File: config.mk
export PLATFORM = sky130hd
export DESIGN_NAME = serial_to_parallel
export DESIGN_NICKNAME = d
export VERILOG_FILES = /design/src/rtl/serial_to_parallel.sv
export SDC_FILE = /design/constraint.sdc
export NUM_CORES = 1
export LEC_CHECK = 0
export CORE_MARGIN = 2
export CORE_UTILIZATION = 45
export CTS_CLUSTER_DIAMETER = 120
export CTS_CLUSTER_SIZE = 20
export DETAILED_ROUTE_END_ITERATION = 10
export PLACE_DENSITY = 0.66
export SETUP_SLACK_MARGIN = 0.5
export SYNTH_ARGS = -nofsm -noshare
export SYNTH_HDL_FRONTEND = slang
export SYNTH_SLANG_ARGS = --single-unit
File: constraint.sdc
create_clock -name CLK -period 3.3 [get_ports CLK]
set_clock_uncertainty 0.1 [all_clocks]
set_input_delay 0.33 -clock CLK [delete_from_list [all_inputs] [get_ports CLK]]
set_output_delay 0.33 -clock CLK [all_outputs]
set_load 0.05 [all_outputs]
File: src/rtl/serial_to_parallel.sv
`default_nettype none
// ============================================================================
// Module      : serial_to_parallel
// Description : SD host CMD-line deserializer. Shifts in WIDTH bits MSB first
//               after a one-cycle arm strobe, then presents the word and
//               pulses finished. Optional start-bit hunting is enabled with
//               `define SERIAL_TO_PARALLEL_START_BIT_EN.
// Revision    : 1.0 - initial release
// ============================================================================
module serial_to_parallel #(
  parameter int WIDTH = 48,
  parameter int CNT_W = 6
) (
  input  logic             CLK,
  input  logic             RESET_L,
  input  logic             start_listening_nxt_cycle,
  input  logic             serial_in,
  output logic             finished,
  output logic [WIDTH-1:0] parallel_out
);

  localparam logic [1:0] c_st_idle  = 2'd0;
  localparam logic [1:0] c_st_shift = 2'd1;
  localparam logic [1:0] c_st_done  = 2'd2;
`ifdef SERIAL_TO_PARALLEL_START_BIT_EN
  localparam logic [1:0] c_st_hunt  = 2'd3;
  localparam logic [1:0] c_st_armed = c_st_hunt;
`else
  localparam logic [1:0] c_st_armed = c_st_shift;
`endif

  localparam logic [CNT_W-1:0] c_cnt_last = CNT_W'(WIDTH - 1);
  localparam logic [CNT_W-1:0] c_cnt_one  = CNT_W'(1);

  generate
    if (WIDTH < 2 || (2 ** CNT_W) <= WIDTH) begin : g_bad_params
      $error("serial_to_parallel: need WIDTH >= 2 and 2**CNT_W > WIDTH");
    end
  endgenerate

  logic [1:0]       r_state;
  logic [1:0]       w_state_nxt;
  // Only WIDTH-1 bits are stored; the final bit goes straight to parallel_out.
  logic [WIDTH-2:0] r_shreg;
  logic [CNT_W-1:0] r_cnt;
  logic [WIDTH-1:0] w_word;
  logic             w_last;

  assign w_word = {r_shreg, serial_in};
  assign w_last = (r_cnt == c_cnt_last);

  always_comb begin
    w_state_nxt = r_state;
    case (r_state)
      c_st_idle: begin
        if (start_listening_nxt_cycle) w_state_nxt = c_st_armed;
      end
`ifdef SERIAL_TO_PARALLEL_START_BIT_EN
      c_st_hunt: begin
        if (!serial_in) w_state_nxt = c_st_shift;
      end
`endif
      c_st_shift: begin
        if (w_last) w_state_nxt = c_st_done;
      end
      c_st_done: begin
        w_state_nxt = start_listening_nxt_cycle ? c_st_armed : c_st_idle;
      end
      default: w_state_nxt = c_st_idle;
    endcase
  end

  always_ff @(posedge CLK or negedge RESET_L) begin
    if (!RESET_L) begin
      r_state      <= c_st_idle;
      r_shreg      <= '0;
      r_cnt        <= '0;
      parallel_out <= '0;
      finished     <= 1'b0;
    end else begin
      r_state  <= w_state_nxt;
      finished <= (r_state == c_st_shift) && w_last;
      case (r_state)
        c_st_idle, c_st_done: begin
          if (start_listening_nxt_cycle) r_cnt <= '0;
        end
`ifdef SERIAL_TO_PARALLEL_START_BIT_EN
        // The start bit itself is frame bit WIDTH-1.
        c_st_hunt: begin
          if (!serial_in) begin
            r_shreg <= w_word[WIDTH-2:0];
            r_cnt   <= c_cnt_one;
          end
        end
`endif
        c_st_shift: begin
          r_shreg <= w_word[WIDTH-2:0];
          r_cnt   <= r_cnt + c_cnt_one;
          if (w_last) parallel_out <= w_word;
        end
        default: ;
      endcase
    end
  end

endmodule
`default_nettype wire

==> results.toml <==
[synthesis]
synth_area_leaders = "dfrtp_1, nand2_1, mux2_2"
synthDistinctLibCells = 23
synth-seq-cells = 104
synth_area_um2 = 4030
yosysTopAreaCell = "dfrtp_1"
synth_top_area_share = 0.646
netlist_instances = 339
syn-num-nets = 344
async_flop_share = 1.00
yosysMostFrequentCell = "nand2_1"
avgSynthCellArea_um2 = 11.9
synth_seq_area_share = 0.646
synthTopCellsByCount = "nand2_1, dfrtp_1, mux2_2"
yosys_warnings = 0
synth_enable_flop_cells = 0
synth_top_flop_cell = "dfrtp_1"

[setup_path]
worstReg2RegStart = "r_cnt[0]"
worstPathRequired_ps = 3450
rr_endpoint = "parallel_out[18]"
slowest_delay_ps = 550
cp-endpoint = "parallel_out[18]"
crit_path_start_kind = "register"
crit_path_top_delay_cell = "nand3_2"
crit_type = "register to register"
reg2regPathDepth = 5
reg2reg_slack_ps = 900
worstSetupStartpoint = "r_cnt[0]"
setup.worst_path.end_class = "register"
worstPathCellList = "ha_1 -> and4b_1 -> nand3_2 -> buf_12 -> mux2_4"
cp_data_arrival_time_ps = 2550
crit_fanout = 31

[place]
gp_congestion = 0.738
place_area_um2 = 4650
dp_hpwl_um = 4440
port_buffers = 52

[floorplan]
fp.coreArea_um2 = 8720
start_util = 0.462
dieArea_um2 = 9720
row_count = 34
fp.dieW_um = 98.6
io_pins = 53
die_h_um = 98.6

[drt]
via_count = 2484
post-route-drc-count = 0
drt_wl_total_um = 7210
routed_via_density = 4.93
firstDrtPassIters = 5
dr.first_iter.drc_count = 119
routedWlPerCell_um = 14.3
drtAntennaViolNets = 0

[finish]
n_fill_cell = 767
multiInputGateArea_um2 = 1350
fin_area_um2 = 4890
num_antenna_cells = 0
utilization = 0.561
syn_to_final_growth_pct = 21.4
drive_gt1_frac = 0.182
ff_latch_area_um2 = 2600
fin_nets = 396

[clocking]
cts_sinks = 104
cts_buffer_depth = 2
clock_latency_ps = 370
post-cts-setup-buffer-count = 0
clk_pin_slew_ps = 100
cts_tree = "built"
cts_buffers = 9
root_buffer = "clkbuf_8"
htreeDepth = 3

[sta]
fin_crit_sh = 0.726
worstMarginPinSlew_ps = 776
hold_ws_ps = 378
setup_viol = 0
hold_viol = 0
finalSetupTns_ps = 0
rsz0062_at_grt = "no"
period_needed_ps = 2400
maxSlewViolCount = 0
slew_headroom = 0.483
clock.fmax_ghz = 0.417

[power]
p_sw_frac = 0.221
p_leak_nw = 2.40
seq_power_share = 0.574
ir_drop_v = 0.000257
powerDensity_nw_per_um2 = 474
pwr-share-comb = 0.039
p_sw_mw = 0.512
p_int_mw = 1.81
pwr-share-clk = 0.387

[worst_hold_path]
hp-class = "register to register"

[global_routing]
antenna_found_initial = 0
grt_pass1_wl_um = 12500
track_usage = 0.162
overflow = 0
grt_pass1_vias = 2527
grt_max_degree = 63

[run_status]
status = "complete, no violations"

[flow_run]
cap_violations = 0
-- flip-flops by register name, summed over array words and instances (netlist names) --
register and flops:
finished 1, r_cnt 6, r_shreg 47, r_state 2, parallel_out 48
-- kinds of logic after synthesis --
| logic type | count (synthesis) | share of synthesized area |
|---|---|---|
| multiplexers | 49 | 0.155 |
| buffers and inverters | 17 | 0.0224 |
| AO/OA/AOI/OAI | 5 | 0.00808 |
| flip-flops | 104 | 0.646 |
| AND/OR/NAND/NOR | 161 | 0.161 |
| XOR/XNOR | 2 | 0.00435 |
| adder cells (fa/ha/maj) | 1 | 0.00311 |
-- cells in the final DEF, fill, tap and decap left out --
cell	Yosys	routed
clkinvlp_4	0	1
mux2_4	20	20
o21ai_0	3	3
inv_6	0	1
and4b_1	1	1
buf_4	0	5
o41ai_1	1	1
dlygate4sd3_1	0	1
dfrtp_1	104	104
mux2_2	28	28
o311ai_0	1	1
clkbuf_8	0	10
nor2b_4	0	1
nand2_1	145	145
clkdlybuf4s50_1	0	51
clkbuf_1	11	1
and3_1	2	2
and2_1	2	2
xnor2_1	1	1
nand2b_1	2	1
nand3_1	5	5
nand3_2	1	1
buf_12	0	1
inv_8	0	1
nand3b_1	1	1
nand2b_2	0	1
ha_1	1	1
nand4_1	1	1
xor2_1	1	1
bufinv_16	0	2
mux2i_1	1	1
-- worst max-delay path, delay by kind of cell (launching register included) --
family / cells / cell delay [ps]
adder cells (fa/ha/maj): 1 / 220
AND/OR/NAND/NOR: 2 / 820
flip-flops: 1 / 410
buffers and inverters: 1 / 420
multiplexers: 1 / 310
-- power by group through the flow --
stage / registers [mW] / logic [mW] / clock network, mW
2_1_floorplan: 1.35 / 0.0516 / 0
3_3_place_gp: 1.35 / 0.0882 / 0
3_5_place_dp: 1.36 / 0.0926 / 0
4_1_cts: 1.33 / 0.0944 / 0.916
5_1_grt: 1.34 / 0.106 / 0.960
6_report: 1.33 / 0.0909 / 0.898
-- cell type report --
cell class / instances / area share
sequential: 104 / 0.532
timing repair buffer: 58 / 0.118
clock buffer: 11 / 0.0289
clock inverter: 5 / 0.0179
multi-input combinational: 218 / 0.275
tap: 108 / 0.0276
-- what timing repair did --
item,CTS,global route
gates resized for setup,0,0
setup endpoints to repair,0,0
endpoints found under the hold margin,60,0
hold buffers,1,0
-- per-layer routing --
| metal | share of wire | wire length [um] | track usage | vias to the layer above |
|---|---|---|---|---|
| met5 | 0 | 0 | 0 | - |
| met4 | 0.018 | 127 | 0.0727 | 0 |
| met3 | 0.037 | 270 | 0.0298 | 11 |
| met2 | 0.45 | 3210 | 0.240 | 49 |
| met1 | 0.50 | 3600 | 0.234 | 1233 |
| li1 | - | - | - | 1191 |
-- stage by stage --
step / worst slack, ps / cells / power [mW]
2_1_floorplan: 1570 / 339 / 1.40
3_3_place_gp: 998 / 487 / 1.44
3_5_place_dp: 897 / 487 / 1.45
4_1_cts: 873 / 504 / 2.34
5_1_grt: 752 / 504 / 2.40
6_report: 904 / 504 / 2.32
-- worst min path at each step --
stage,startpoint,end,slack [ps],depth (start not counted)
after floorplan,RESET_L,finished,-70,0
after global placement,RESET_L,r_cnt[3],360,1
after detailed placement,RESET_L,r_shreg[20],360,1
after CTS,r_shreg[46],r_shreg[46],390,2
after global routing,r_shreg[23],r_shreg[24],430,2
final,r_shreg[46],r_shreg[46],380,2
No activity file was read; power rests on OpenSTA's default activity.
